===== src/rtl/mem_arb_pkg.sv =====
// Shared definitions for the two-master memory write arbiter.
// Optional build macro: MEM_ARB_FIXED_PRIO_EN (fixed m0 priority instead of round-robin).
package mem_arb_pkg;

  typedef enum logic [1:0] {
    IDLE = 2'd0,
    G0   = 2'd1,
    G1   = 2'd2
  } arb_state_e;

  localparam int MAX_BURST_DEF = 4;

  // Beat counter must hold 0..max_burst inclusive.
  function automatic int bcnt_width(input int max_burst);
    return $clog2(max_burst + 1);
  endfunction

endpackage


===== src/rtl/mem_arb_pick.sv =====
// Next-owner selection for mem_arbiter: pure combinational, no state of its own.
// Optional build macro: MEM_ARB_FIXED_PRIO_EN (m0 always wins; last and burst limit ignored).
module mem_arb_pick
  import mem_arb_pkg::*;
(
  input  logic       m0_req,
  input  logic       m1_req,
  input  logic [1:0] state,
  input  logic       last,
  input  logic       limit_hit,
  output logic [1:0] next_state
);

`ifdef MEM_ARB_FIXED_PRIO_EN
  logic unused_rr_inputs;
  assign unused_rr_inputs = ^{state, last, limit_hit};

  always_comb begin
    next_state = IDLE;
    if (m0_req) begin
      next_state = G0;
    end else if (m1_req) begin
      next_state = G1;
    end
  end
`else
  // The owner yields early only when the other side is waiting; otherwise it keeps a saturated grant.
  always_comb begin
    next_state = IDLE;
    case (state)
      G0: begin
        if (m1_req && (!m0_req || limit_hit)) begin
          next_state = G1;
        end else if (m0_req) begin
          next_state = G0;
        end
      end
      G1: begin
        if (m0_req && (!m1_req || limit_hit)) begin
          next_state = G0;
        end else if (m1_req) begin
          next_state = G1;
        end
      end
      default: begin
        if (m0_req && m1_req) begin
          next_state = last ? G0 : G1;
        end else if (m0_req) begin
          next_state = G0;
        end else if (m1_req) begin
          next_state = G1;
        end
      end
    endcase
  end
`endif

endmodule


===== src/rtl/mem_arbiter.sv =====
// Two-master write-port arbiter in front of mem_ctrl: round-robin grants with a burst cap,
// one registered write per beat. Optional build macro: MEM_ARB_FIXED_PRIO_EN.
module mem_arbiter
  import mem_arb_pkg::*;
#(
  parameter int AW        = 32,
  parameter int DW        = 32,
  parameter int MAX_BURST = MAX_BURST_DEF
) (
  input  logic          clk,
  input  logic          rst,
  input  logic          m0_req,
  input  logic [AW-1:0] m0_addr,
  input  logic [DW-1:0] m0_data,
  output logic          m0_gnt,
  input  logic          m1_req,
  input  logic [AW-1:0] m1_addr,
  input  logic [DW-1:0] m1_data,
  output logic          m1_gnt,
  output logic [AW-1:0] mem_addr,
  output logic [DW-1:0] mem_data,
  output logic          mem_we,
  output logic          mem_src
);

  localparam int            BW       = bcnt_width(MAX_BURST);
  localparam logic [BW-1:0] BCNT_MAX = BW'(MAX_BURST);

  arb_state_e    state_q, state_d;
  logic [1:0]    pick_next;
  logic [BW-1:0] bcnt_q, bcnt_d, bcnt_beat;
  logic          last_q, last_d;
  logic          beat0, beat1, limit_hit, entering;
  logic [AW-1:0] mem_addr_q, mem_addr_d;
  logic [DW-1:0] mem_data_q, mem_data_d;
  logic          mem_we_q, mem_we_d;
  logic          mem_src_q, mem_src_d;

  always_ff @(posedge clk or posedge rst) begin
    if (rst) begin
      state_q <= IDLE;
    end else begin
      state_q <= state_d;
    end
  end

  always_comb begin
    state_d = arb_state_e'(pick_next);
  end

  always_comb begin
    m0_gnt = (state_q == G0);
    m1_gnt = (state_q == G1);
    beat0  = m0_req && m0_gnt;
    beat1  = m1_req && m1_gnt;
  end

  // Limit is judged on the count including this edge's beat, so a switch lands without a gap cycle.
  always_comb begin
    bcnt_beat = bcnt_q;
    if ((beat0 || beat1) && (bcnt_q != BCNT_MAX)) begin
      bcnt_beat = bcnt_q + BW'(1);
    end
    limit_hit = (bcnt_beat == BCNT_MAX);
  end

  mem_arb_pick u_pick (
    .m0_req     (m0_req),
    .m1_req     (m1_req),
    .state      (state_q),
    .last       (last_q),
    .limit_hit  (limit_hit),
    .next_state (pick_next)
  );

  always_comb begin
    entering   = (state_d != state_q) && (state_d != IDLE);
    bcnt_d     = (entering || (state_d == IDLE)) ? '0 : bcnt_beat;
    last_d     = entering ? (state_d == G1) : last_q;
    mem_we_d   = beat0 || beat1;
    mem_addr_d = mem_addr_q;
    mem_data_d = mem_data_q;
    mem_src_d  = mem_src_q;
    if (beat0) begin
      mem_addr_d = m0_addr;
      mem_data_d = m0_data;
      mem_src_d  = 1'b0;
    end else if (beat1) begin
      mem_addr_d = m1_addr;
      mem_data_d = m1_data;
      mem_src_d  = 1'b1;
    end
  end

  always_ff @(posedge clk or posedge rst) begin
    if (rst) begin
      bcnt_q     <= '0;
      last_q     <= 1'b1;
      mem_we_q   <= 1'b0;
      mem_addr_q <= '0;
      mem_data_q <= '0;
      mem_src_q  <= 1'b0;
    end else begin
      bcnt_q     <= bcnt_d;
      last_q     <= last_d;
      mem_we_q   <= mem_we_d;
      mem_addr_q <= mem_addr_d;
      mem_data_q <= mem_data_d;
      mem_src_q  <= mem_src_d;
    end
  end

  assign mem_addr = mem_addr_q;
  assign mem_data = mem_data_q;
  assign mem_we   = mem_we_q;
  assign mem_src  = mem_src_q;

endmodule


===== config.mk =====
export PLATFORM = sky130hd
export DESIGN_NAME = mem_arbiter
export DESIGN_NICKNAME = d
export VERILOG_FILES = /design/src/rtl/mem_arb_pkg.sv /design/src/rtl/mem_arb_pick.sv /design/src/rtl/mem_arbiter.sv
export SDC_FILE = /design/constraint.sdc
export NUM_CORES = 1
export LEC_CHECK = 0
export ABC_AREA = 1
export CORE_MARGIN = 2
export CORE_UTILIZATION = 31
export DETAILED_ROUTE_END_ITERATION = 16
export GPL_TIMING_DRIVEN = 0
export PLACE_DENSITY = 0.7
export RECOVER_POWER = 100
export SYNTH_ARGS = -nofsm -noshare
export SYNTH_HDL_FRONTEND = slang
export SYNTH_SLANG_ARGS = --single-unit

===== constraint.sdc =====
create_clock -name clk -period 2 [get_ports clk]
set_clock_uncertainty 0.1 [all_clocks]
set_input_delay 0.2 -clock clk [delete_from_list [all_inputs] [get_ports clk]]
set_output_delay 0.2 -clock clk [all_outputs]
set_load 0.02 [all_outputs]

==> impl_metrics.tcl <==
set metrics [dict create \
    synth-edff-count 0 \
    grt_use_total 0.205 \
    clk_latency_ps 340 \
    slowest_stage "dfrtp_1" \
    rsz0062_at_grt "true" \
    p_per_area_nw_per_um2 1400 \
    tightest_slew_ps 783 \
    p_switching_w 0.00371 \
    hold_viol 0 \
    power.total_w 0.00843 \
    max_freq_mhz 451 \
    cap_viol_max_count 0 \
    ys_warn_count 0 \
    std_cell_rows 38 \
    slew_viol_final 0 \
    p_int_w 0.00471 \
    swShare 0.441 \
    ys_types 18 \
    dp.cells 767 \
    hold_path_class "input pin to register" \
    die_area_um2 12100 \
    peakVddDrop_mv 0.602 \
    cts_sinks 72 \
    nets 782 \
    grt_overflow_total 0 \
    seq_area_frac_synth 0.519 \
    core-area_um2 10900 \
    required_ps 2180 \
    num_vias 3956 \
    dp_hpwl_um 9090 \
    setup_viol 12 \
    ctsRootBufferMaster "clkbuf_8" \
    syn_inst 427 \
    synth_ff_type "dfrtp_1" \
    io_pins 200 \
    drive_above_1_share 0.131 \
    path_clk_slew_ps 70 \
    synth_area_per_cell_um2 8.14 \
    wl_um 12500 \
    holdBufCountCts 0 \
    cp.arrival_ps 2390 \
    rrSetupSlack_ps -220 \
    worst_slack_ps -218 \
    synth_top_area_cell "dfrtp_1" \
    globalplace.congestion 0.844 \
    numCtsBuffers 9 \
    yosys-top-cells-count "128 x o21ai_0, 71 x dfrtp_1, 70 x nand3_1" \
    path_cells "inv_2, ha_4, nand2_4, nand2_4, nand4_1, nand2_2, nand3_4, nand2_1, nand3_2, nand3_2, nand2_2, buf_4, buf_4, nand3_1, nand2_1" \
    comb_power_share 0.580 \
    clk_path_buf_depth 2 \
    drc_errors 0 \
    critical_path_class "register to register" \
    synth.most_common_cell "o21ai_0" \
    violations "setup timing" \
    slowest_delay_ps 450 \
    synth-seq-cells 72 \
    status "finished, violations left" \
    period_needed_ps 2220 \
    diodes 0 \
    critPathMaxFanout 7 \
    first_pass_iters 4 \
    path_buf_inv 3 \
    min_period_over_period 1.11 \
    dpl_worst_slack_ps -447 \
    ys_async_sr_fraction 1.00 \
    drt_iter0_markers 221 \
    avgRoutedWirePerCell_um 15.9 \
    htreeDepth 3 \
    layout.cells.non_filler 791 \
    port-buffer-count 199 \
    cts_tree "done" \
    die_y_um 110 \
    die_w_um 110 \
    clkPwrFrac 0.119 \
    grt_max_degree 38 \
    netlist_area_um2 3480 \
    cp_top_family "simple AND/OR/NAND/NOR gates" \
    seqPwrFrac 0.301 \
    ant_nets 0 \
    crit_path_end_kind "register" \
    area_delta_synth_final_pct 73.6 \
    max_slew_margin 0.477 \
    grt_pass1_wl_um 19200 \
    initial_core_util 0.319 \
    worstSetupStartpointType "register" \
    grt_pass1_vias 3925 \
    grt_antenna_before_repair 0 \
    synth_top_cell_area_share 0.511 \
    vias_per_cell 5.00 \
    synth.net_count 563 \
    p_leak_nw 2.61 \
    synthTopCellsByArea "dfrtp_1 51%, o21ai_0 18%, nand3_1 10%" \
]
flip-flops by register name (all words and copies together), names as in the netlist:
register and count:
bcnt_q 3, last_q 1, mem_addr 32, mem_data 32, mem_src 1, mem_we 1
state_q 2
worst register-to-register path, stage by stage (launching register included):
cell	delay (ps)
dfrtp_1	450
inv_2	120
ha_4	150
nand2_4	60
nand2_4	110
nand4_1	160
nand2_2	130
nand3_4	90
nand2_1	100
nand3_2	90
nand3_2	110
nand2_2	80
buf_4	160
buf_4	120
nand3_1	70
nand2_1	50
worst paths after layout:
path | startpoint | to | depth (start not counted)
max in group asynchronous | rst | mem_addr[15]$_DFFE_PP0P_ | 3
hold / removal | m0_addr[30] | mem_addr[30]$_DFFE_PP0P_ | 3
setup reg to reg | state_q[0]$_DFF_PP0_ | last_q$_DFFE_PP1P_ | 15
hold reg to reg | last_q$_DFFE_PP1P_ | last_q$_DFFE_PP1P_ | 2
min in group asynchronous | rst | mem_data[13]$_DFFE_PP0P_ | 2
setup / recovery | state_q[0]$_DFF_PP0_ | last_q$_DFFE_PP1P_ | 15
power groups by stage:
stage	combinational, W	clock, W	sequential, W
6_report	0.00489	0.00100	0.00254
5_1_grt	0.00538	0.00110	0.00262
4_1_cts	0.00492	0.00103	0.00255
3_5_place_dp	0.00476	0	0.00255
3_3_place_gp	0.00467	0	0.00253
2_1_floorplan	0.00176	0	0.00332
through the flow:
stage          cell area (um^2)  hold slack, ps  utilization  TNS (ps)
2_1_floorplan              3480             242            -         0
3_3_place_gp               5650             361        0.519    -23140
3_5_place_dp               5670             359        0.521    -24530
4_1_cts                    5930             287        0.544      -275
5_1_grt                    6030             336        0.554     -6190
6_report                   6030             330        0.554     -1820
final cells by class:
cell class                      count  area (um^2)
Clock inverter                      4         20.0
Multi-Input combinational cell    308         1600
Tap cell                          140          175
Timing Repair Buffer              208         2060
Inverter                           12         48.8
Sequential cell                    72         1800
Buffer                             35          180
Clock buffer                       12          145
Fill cell                        1026         4850
cells in the final DEF, fill, tap and decap left out, types with 6 or more instances in the layout:
cell | synthesis | final
clkbuf_2 | 0 | 16
clkbuf_1 | 28 | 7
clkbuf_8 | 0 | 10
o21ai_0 | 128 | 128
nand2_2 | 7 | 15
dfrtp_1 | 71 | 70
nor2_1 | 66 | 65
nand2_1 | 22 | 10
clkdlybuf4s50_1 | 0 | 131
nand3_1 | 70 | 68
buf_4 | 0 | 9
inv_1 | 12 | 8
dlygate4sd3_1 | 0 | 67
clkbuf_4 | 0 | 6
cell families after synthesis:
kind of cell,synth area share
and+or+nand+nor,0.224
AOI/OAI and AO/OA,0.192
buffers and inverters,0.0511
DFF,0.519
adders and majority gates,0.0144
per-layer routing:
metal	global-route usage	wire, um	vias up
met1	0.254	5000	1889
met4	0.0769	259	0
met5	0	0	-
met2	0.341	6290	149
li1	-	-	1896
met3	0.0516	997	22
what timing repair did:
action,CTS,global route
gates resized for setup,28,54
endpoints found under the setup margin,69,66
pin swaps,2,8
setup buffers,3,5
endpoints found under the hold margin,0,0
Power figures use the tool's default switching activity.
